==> src/rtl/sgbm_pkg.sv <==
// Shared SGBM definitions: BT window FSM states and default datapath widths.
package sgbm_pkg;

  typedef enum logic [1:0] {
    S_EMPTY = 2'd0,
    S_HOLD  = 2'd1,
    S_FLUSH = 2'd2
  } bt_win_state_t;

  localparam int BT_PIX_W = 8;
  localparam int BT_COL_W = 11;

endpackage

==> src/rtl/bt_halfpel_avg.sv <==
// Combinational two-input half-pel average; rounds half up when
// BT_HALFPEL_ROUND_EN is defined, otherwise truncates.
module bt_halfpel_avg
  import sgbm_pkg::*;
#(
  parameter int Width = BT_PIX_W
) (
  input  logic [Width-1:0] a_i,
  input  logic [Width-1:0] b_i,
  output logic [Width-1:0] avg_o
);

  // One guard bit keeps the carry so the halved result always fits Width.
  function automatic logic [Width-1:0] half_sum(input logic [Width-1:0] a,
                                                input logic [Width-1:0] b);
    logic [Width:0] sum;
`ifdef BT_HALFPEL_ROUND_EN
    sum = {1'b0, a} + {1'b0, b} + (Width+1)'(1);
`else
    sum = {1'b0, a} + {1'b0, b};
`endif
    return sum[Width:1];
  endfunction

  assign avg_o = half_sum(a_i, b_i);

endmodule

==> src/rtl/bt_halfpel_window.sv <==
// BT half-pel window: emits (left half-pel, centre, right half-pel) per pixel
// with edge replication at line borders. Optional rounding: BT_HALFPEL_ROUND_EN.
module bt_halfpel_window
  import sgbm_pkg::*;
#(
  parameter int Width    = BT_PIX_W,
  parameter int ColWidth = BT_COL_W
) (
  input  logic                clk,
  input  logic                rst_n,
  input  logic                i_valid,
  output logic                o_ready,
  input  logic [Width-1:0]    i_pixel,
  input  logic                i_eol,
  output logic                o_valid,
  input  logic                i_ready,
  output logic [Width-1:0]    o_d0,
  output logic [Width-1:0]    o_d1,
  output logic [Width-1:0]    o_d2,
  output logic [ColWidth-1:0] o_col,
  output logic                o_eol
);

  bt_win_state_t         state_q, state_d;
  logic [Width-1:0]      prev_q, prev_d;
  logic [Width-1:0]      cur_q, cur_d;
  logic [ColWidth-1:0]   col_q, col_d;

  logic                  vld_q, vld_d;
  logic [Width-1:0]      d0_q, d0_d;
  logic [Width-1:0]      d1_q, d1_d;
  logic [Width-1:0]      d2_q, d2_d;
  logic [ColWidth-1:0]   ocol_q, ocol_d;
  logic                  oeol_q, oeol_d;

  logic                  slot_free;
  logic                  accept;
  logic [Width-1:0]      avg_left;
  logic [Width-1:0]      avg_right;

  bt_halfpel_avg #(.Width(Width)) u_avg_left (
    .a_i   (prev_q),
    .b_i   (cur_q),
    .avg_o (avg_left)
  );

  bt_halfpel_avg #(.Width(Width)) u_avg_right (
    .a_i   (cur_q),
    .b_i   (i_pixel),
    .avg_o (avg_right)
  );

  always_ff @(posedge clk or negedge rst_n) begin
    if (!rst_n) begin
      state_q <= S_EMPTY;
      prev_q  <= '0;
      cur_q   <= '0;
      col_q   <= '0;
      vld_q   <= 1'b0;
      d0_q    <= '0;
      d1_q    <= '0;
      d2_q    <= '0;
      ocol_q  <= '0;
      oeol_q  <= 1'b0;
    end else begin
      state_q <= state_d;
      prev_q  <= prev_d;
      cur_q   <= cur_d;
      col_q   <= col_d;
      vld_q   <= vld_d;
      d0_q    <= d0_d;
      d1_q    <= d1_d;
      d2_q    <= d2_d;
      ocol_q  <= ocol_d;
      oeol_q  <= oeol_d;
    end
  end

  always_comb begin
    state_d = state_q;
    prev_d  = prev_q;
    cur_d   = cur_q;
    col_d   = col_q;
    vld_d   = vld_q;
    d0_d    = d0_q;
    d1_d    = d1_q;
    d2_d    = d2_q;
    ocol_d  = ocol_q;
    oeol_d  = oeol_q;
    // A drained output slot empties unless a new triplet is loaded below.
    if (slot_free) vld_d = 1'b0;
    unique case (state_q)
      S_EMPTY: begin
        if (accept) begin
          if (i_eol) begin
            vld_d  = 1'b1;
            d0_d   = i_pixel;
            d1_d   = i_pixel;
            d2_d   = i_pixel;
            ocol_d = '0;
            oeol_d = 1'b1;
          end else begin
            prev_d  = i_pixel;
            cur_d   = i_pixel;
            col_d   = '0;
            state_d = S_HOLD;
          end
        end
      end
      S_HOLD: begin
        if (accept) begin
          vld_d  = 1'b1;
          d0_d   = avg_left;
          d1_d   = cur_q;
          d2_d   = avg_right;
          ocol_d = col_q;
          oeol_d = 1'b0;
          prev_d = cur_q;
          cur_d  = i_pixel;
          col_d  = col_q + ColWidth'(1);
          if (i_eol) state_d = S_FLUSH;
        end
      end
      S_FLUSH: begin
        // Right border: the last pixel is replicated as its own neighbour.
        if (slot_free) begin
          vld_d   = 1'b1;
          d0_d    = avg_left;
          d1_d    = cur_q;
          d2_d    = cur_q;
          ocol_d  = col_q;
          oeol_d  = 1'b1;
          state_d = S_EMPTY;
        end
      end
      default: state_d = S_EMPTY;
    endcase
  end

  always_comb begin
    slot_free = ~vld_q | i_ready;
    o_ready   = slot_free && (state_q != S_FLUSH);
    accept    = i_valid && o_ready;
    o_valid   = vld_q;
    o_d0      = d0_q;
    o_d1      = d1_q;
    o_d2      = d2_q;
    o_col     = ocol_q;
    o_eol     = oeol_q;
  end

endmodule

==> config.mk <==
export PLATFORM = sky130hd
export DESIGN_NAME = bt_halfpel_window
export DESIGN_NICKNAME = d
export VERILOG_FILES = /design/src/rtl/sgbm_pkg.sv /design/src/rtl/bt_halfpel_avg.sv /design/src/rtl/bt_halfpel_window.sv
export SDC_FILE = /design/constraint.sdc
export NUM_CORES = 1
export LEC_CHECK = 0
export CAP_MARGIN = 20
export CORE_MARGIN = 2
export CORE_UTILIZATION = 59
export DETAILED_ROUTE_END_ITERATION = 16
export HOLD_SLACK_MARGIN = 0.05
export PLACE_DENSITY = 0.85
export SLEW_MARGIN = 20
export SYNTH_ARGS = -nofsm -noshare
export SYNTH_HDL_FRONTEND = slang
export SYNTH_SLANG_ARGS = --single-unit
==> constraint.sdc <==
create_clock -name clk -period 3.3 [get_ports clk]
set_clock_uncertainty 0.15 [all_clocks]
set_input_delay 0.99 -clock clk [delete_from_list [all_inputs] [get_ports clk]]
set_output_delay 0.99 -clock clk [all_outputs]
set_load 0.02 [all_outputs]
======== Yosys cells after proc, flatten, opt, wreduce, memory -nomap -nowiden ========
Index checks and enable logic that the tools add are counted.
operators by class
  add/subtract/negate cells ............... 3
  equality and inequality tests ........... 9
  muxes and demuxes ....................... 41
  bitwise gates (word level) .............. 2
  reduce and logical (&&, ||, !) cells .... 8
operators by type and width
  operator               number
  $mux 8                 10
  $mux 11                7
  $pmux 8 s3             3
  $pmux 11 s3            1
  $pmux 8 s2             2
  $pmux 11 s2            1
  $add 8x8->9            2
  $ne 2x2->1 const B     7
  $add 11x1->11 const B  1
  $mux 2                 5
  $reduce_and 5->1       2
  $mux 1                 9
  $pmux 1 s3             2
  $pmux 2 s3             1
  $reduce_and 4->1       1
  $reduce_bool 3->1      1
  $eq 2x1->1 const B     1
  $eq 2x2->1 const B     1
  $logic_and 1x1->1      2
  $logic_not 2->1        1
  $reduce_bool 2->1      1
  $not 1->1              1
  $or 1x1->1             1
storage, ports and cells
  register bits after elaboration ......... 66
  bits of input ports ..................... 13
  output and inout bits ................... 38
  word-level logic and storage cells ...... 73

======== Logic depth before layout (Yosys ltp) ========
  depth after elaboration ................. 6
  depth in mapped cells ................... 10
  depth with buffers taken out ............ 8

======== By module ========
From an unflattened synthesis, not the netlist that was laid out.
second synthesis, totals
  cells, all modules ...................... 406
  area, all modules ....................... 3885.0 sq um
modules (own cells, without submodules)
  module                        instances  cells an instance  area each (sq um)  sequential area each (sq um)
  bt_halfpel_window             1          322                3240.6             1651.6
  bt_halfpel_avg (u_avg_right)  1          42                 325.3              0.0
  bt_halfpel_avg (u_avg_left)   1          42                 319.1              0.0

======== Worst setup path after synthesis ========
Ideal clock, no wire load.
  kind .................................... in2reg
  start point ............................. input i_pixel[5]
  end point ............................... register d2_q[6], in the netlist o_d2[6]
  setup time .............................. 0.133 ns
  data arrival time ....................... 2.472 ns
  data required time ...................... 3.017 ns
  path slack .............................. 0.545 ns
  cell stages on the path ................. 8
  path buffers ............................ 1
  cell sequence ........................... ha_1 -> clkbuf_1 -> a211o_1 -> a31oi_1 -> o32ai_1 -> xor2_1 -> a221oi_1 -> o21ai_0
on the way
  cells in the longest elaborated chain, start to end .. 3
RTL lines
  item                    RTL line                  RTL
  start: declaration      bt_halfpel_window.sv:13   input logic [Width-1:0] i_pixel,
  $add 8x8->9             bt_halfpel_avg.sv:20      sum = {1'b0, a} + {1'b0, b};
  $mux 8                  bt_halfpel_window.sv:111  if (accept) begin
  $pmux 8 s3              bt_halfpel_window.sv:92   unique case (state_q)
  end signal: assignment  bt_halfpel_window.sv:62   d2_q <= '0;
  end signal: assignment  bt_halfpel_window.sv:73   d2_q <= d2_d;
  end: declaration        bt_halfpel_window.sv:32   logic [Width-1:0] d2_q, d2_d;
Every way passes these cells. The select of a mux whose other input is x is not followed.
A chain may end at the register's enable or synchronous reset.

======== Final worst setup path ========
  start point ............................. input i_ready
  end point ............................... output o_ready
on the way
  cells in the longest elaborated chain, start to end .. 2
RTL lines
  item                RTL line                  RTL
  start: declaration  bt_halfpel_window.sv:16   input logic i_ready,
  $or 1x1->1          bt_halfpel_window.sv:141  slot_free = ~vld_q | i_ready;
  $logic_and 1x1->1   bt_halfpel_window.sv:142  o_ready = slot_free && (state_q != S_FLUSH);
  end: declaration    bt_halfpel_window.sv:12   output logic o_ready,
Every way passes these cells.

==> run_results.csv <==
group,metric,value,unit
outcome,status,"complete, no violations",
synth,ys_ff_latch,66,
global_routing,gr-total-overflow,0,
min_path,hold_path.class,"flip-flop to flip-flop",
synth,syn_inst,411,
floorplanning,fp.dieArea,6880,um2
synth,ys.flop_type,"dfrtp_1",
route,initialDrtViolationCount,294,
sta,report.final.setup_viol,0,
sta,hold_viol,0,
route,drc,0,
critical_path,endpoint_kind,"output port",
synth,yosysUniqueCellTypes,43,
synth,synth_fp_nets,445,
floorplanning,io_pins,51,
clocking,path_clk_slew,70,ps
critical_path,cp-start-kind,"input pin",
pwr,p_total,4.81,mW
synth,synth.area.top_cells,"dfrtp_1, nand2_1, o21ai_0",
clocking,numCtsBuffers,9,
sta,timing.final.crit_share,94.4,%
placement,gp_congestion,0.833,
critical_path,arrival,1980,ps
clocking,cts_hold_buf,0,
clocking,clock_path_buffers,2,
final_layout,utilization,76.0,%
pwr,p_leak,2.07,nW
sta,maxSlewViolCount,0,
critical_path,worstPathRequired,2160,ps
floorplanning,die_w,82.9,um
global_routing,antenna_found_initial,0,
final_layout,drive_gt1_share,7.69,%
placement,dpl.hpwl,5.91,mm
route,via_count,3261,
synth,async_flop_share,100,%
clocking,cts_tree,"yes",
placement,dpl_cell_area,4290,um2
synth,yosysMostFrequentCell,"nand2_1",
global_routing,grt_pass1_wl,14.8,mm
global_routing,grt_pass1_vias,3076,
clocking,htree_levels,3,
pwr,p_sw,2.15,mW
route,route.antenna.remaining_nets,0,
sta,grt_setup_unrepaired,"false",
floorplanning,rows,28,
clocking,ctsResizeCount,1,
synth,yosysTopAreaCellShare,44.9,%
pwr,p_int,2.66,mW
floorplanning,fp.dieH,82.9,um
synth,synth_edf_count,0,
global_routing,grt_max_degree,39,
synth,synth.top_cells.by_count,"nand2_1, dfrtp_1, o21ai_0",
run,cap_violations,0,
synth,synth.avg_cell_area,8.94,um2
global_routing,track_usage,26.7,%
floorplanning,core,5960,um2
final_layout,synthToLayoutAreaGrowth,23.2,%
clocking,cts.sinks,66,
route,wire_per_inst,16.3,um
clocking,cts_setup_buffers,0,
clocking,clock_latency,350,ps
placement,port_buffers,50,
synth,syn_area,3670,um2
critical_path,path_max_fanout,2,
pwr,seqPwrFrac,27.9,%
final_layout,final_area,4530,um2
final_layout,final_net_count,497,
pwr,comb_power_share,54.8,%
synth,yosys.area.top_type,"dfrtp_1",
pwr,peakVddDrop,0.960,mV
pwr,swShare,44.7,%
pwr,pwr-share-clk,17.3,%
sta,worst_slew_pin_slew,725,ps
route,vias_per_cell,6.01,
critical_path,path_class,"input pin to output port",
route,drt-pass1-iter-count,5,
sta,holdWs,332,ps
final_layout,n_antenna_cell,0,
clocking,root_buffer,"clkbuf_8",
sta,fin_crit,3120,ps
floorplanning,start_util,61.7,%
route,wirelength,8.83,mm
synth,yosysWarnings,0,
sta,timing.fmax,321,MHz
pwr,p_per_area,1060,nW/um2
synth,seq_area_frac_synth,44.9,%
sta,max_slew_margin,51.7,%
[stage by stage]
step | cells | worst slack (ps) | setup TNS [ps]
after floorplan | 411 | 545 | 0
after global placement | 527 | -82.3 | -82.3
after detailed placement | 527 | -96.6 | -96.6
after CTS | 543 | 172 | 0
after global routing | 543 | 121 | 0
final | 543 | 185 | 0
[final cells by class]
type / instances / area [um2]
sequential: 66 / 1650
inverter: 10 / 37.5
clock inverter: 6 / 115
tap: 75 / 93.8
clock buffer: 10 / 128
timing repair buffer: 64 / 612
fill: 432 / 1430
multi-input combinational: 312 / 1890
[placed cells by master (no fill, tap or decap), types with 7 or more instances in the layout]
master / netlist / routed
inv_1: 10 / 10
nor2_1: 12 / 12
a21oi_1: 30 / 30
nand2b_1: 7 / 7
nor2b_1: 7 / 7
buf_4: 1 / 13
a21o_1: 7 / 7
clkbuf_8: 0 / 9
clkdlybuf4s50_1: 0 / 48
mux2i_1: 15 / 15
ha_1: 19 / 19
dfrtp_1: 66 / 66
o21ai_0: 55 / 55
nand2_1: 92 / 91
nor3_1: 7 / 7
[worst max-delay path, cell delays in order]
cell	delay, ps
clkdlybuf4s50_1	470
nor2b_1	60
nor2_1	110
dlygate4sd2_1	340
[cell families after synthesis]
group	Yosys count	synth area share [%]
XOR/XNOR	12	2.86
AO/OA/AOI/OAI	124	19.9
multiplexers	15	4.09
adder cells (fa/ha/maj)	21	7.56
flip-flops	66	44.9
AND/OR/NAND/NOR	140	17.0
buffers and inverters	33	3.68
[per-layer routing]
layer	vias up	share of wire (%)	global-route usage (%)
met2	142	45	40.0
met1	1567	46	38.1
met4	0	2.0	10.1
li1	1536	-	-
met5	-	0	0
met3	16	7.1	6.16
[final timing paths]
kind                                from  depth (start not counted)        to  slack [ps]
worst max-delay path             i_ready                          4   o_ready         180
worst min-delay path             o_d0[3]                          2   o_d0[3]         330
worst max register to register  cur_q[0]                          8   o_d0[7]         820
worst min register to register   o_d0[3]                          2   o_d0[3]         330
max in group asynchronous          rst_n                          2   o_d0[3]        1820
min in group asynchronous          rst_n                          1  col_q[0]         540
[power groups by stage]
stage	sequential (mW)	clock, mW	combinational (mW)
2_1_floorplan	1.48	0	1.59
3_3_place_gp	1.33	0	2.49
3_5_place_dp	1.35	0	2.57
4_1_cts	1.34	0.832	2.62
5_1_grt	1.39	0.874	2.89
6_report	1.34	0.833	2.64
[registers in the layout, indices dropped and copies added (netlist names)]
signal   count
o_d1         8
o_eol        1
prev_q       8
o_d0         8
o_col       11
state_q      2
col_q       11
o_d2         8
cur_q        8
o_valid      1
No activity file was read; power rests on OpenSTA's default activity.
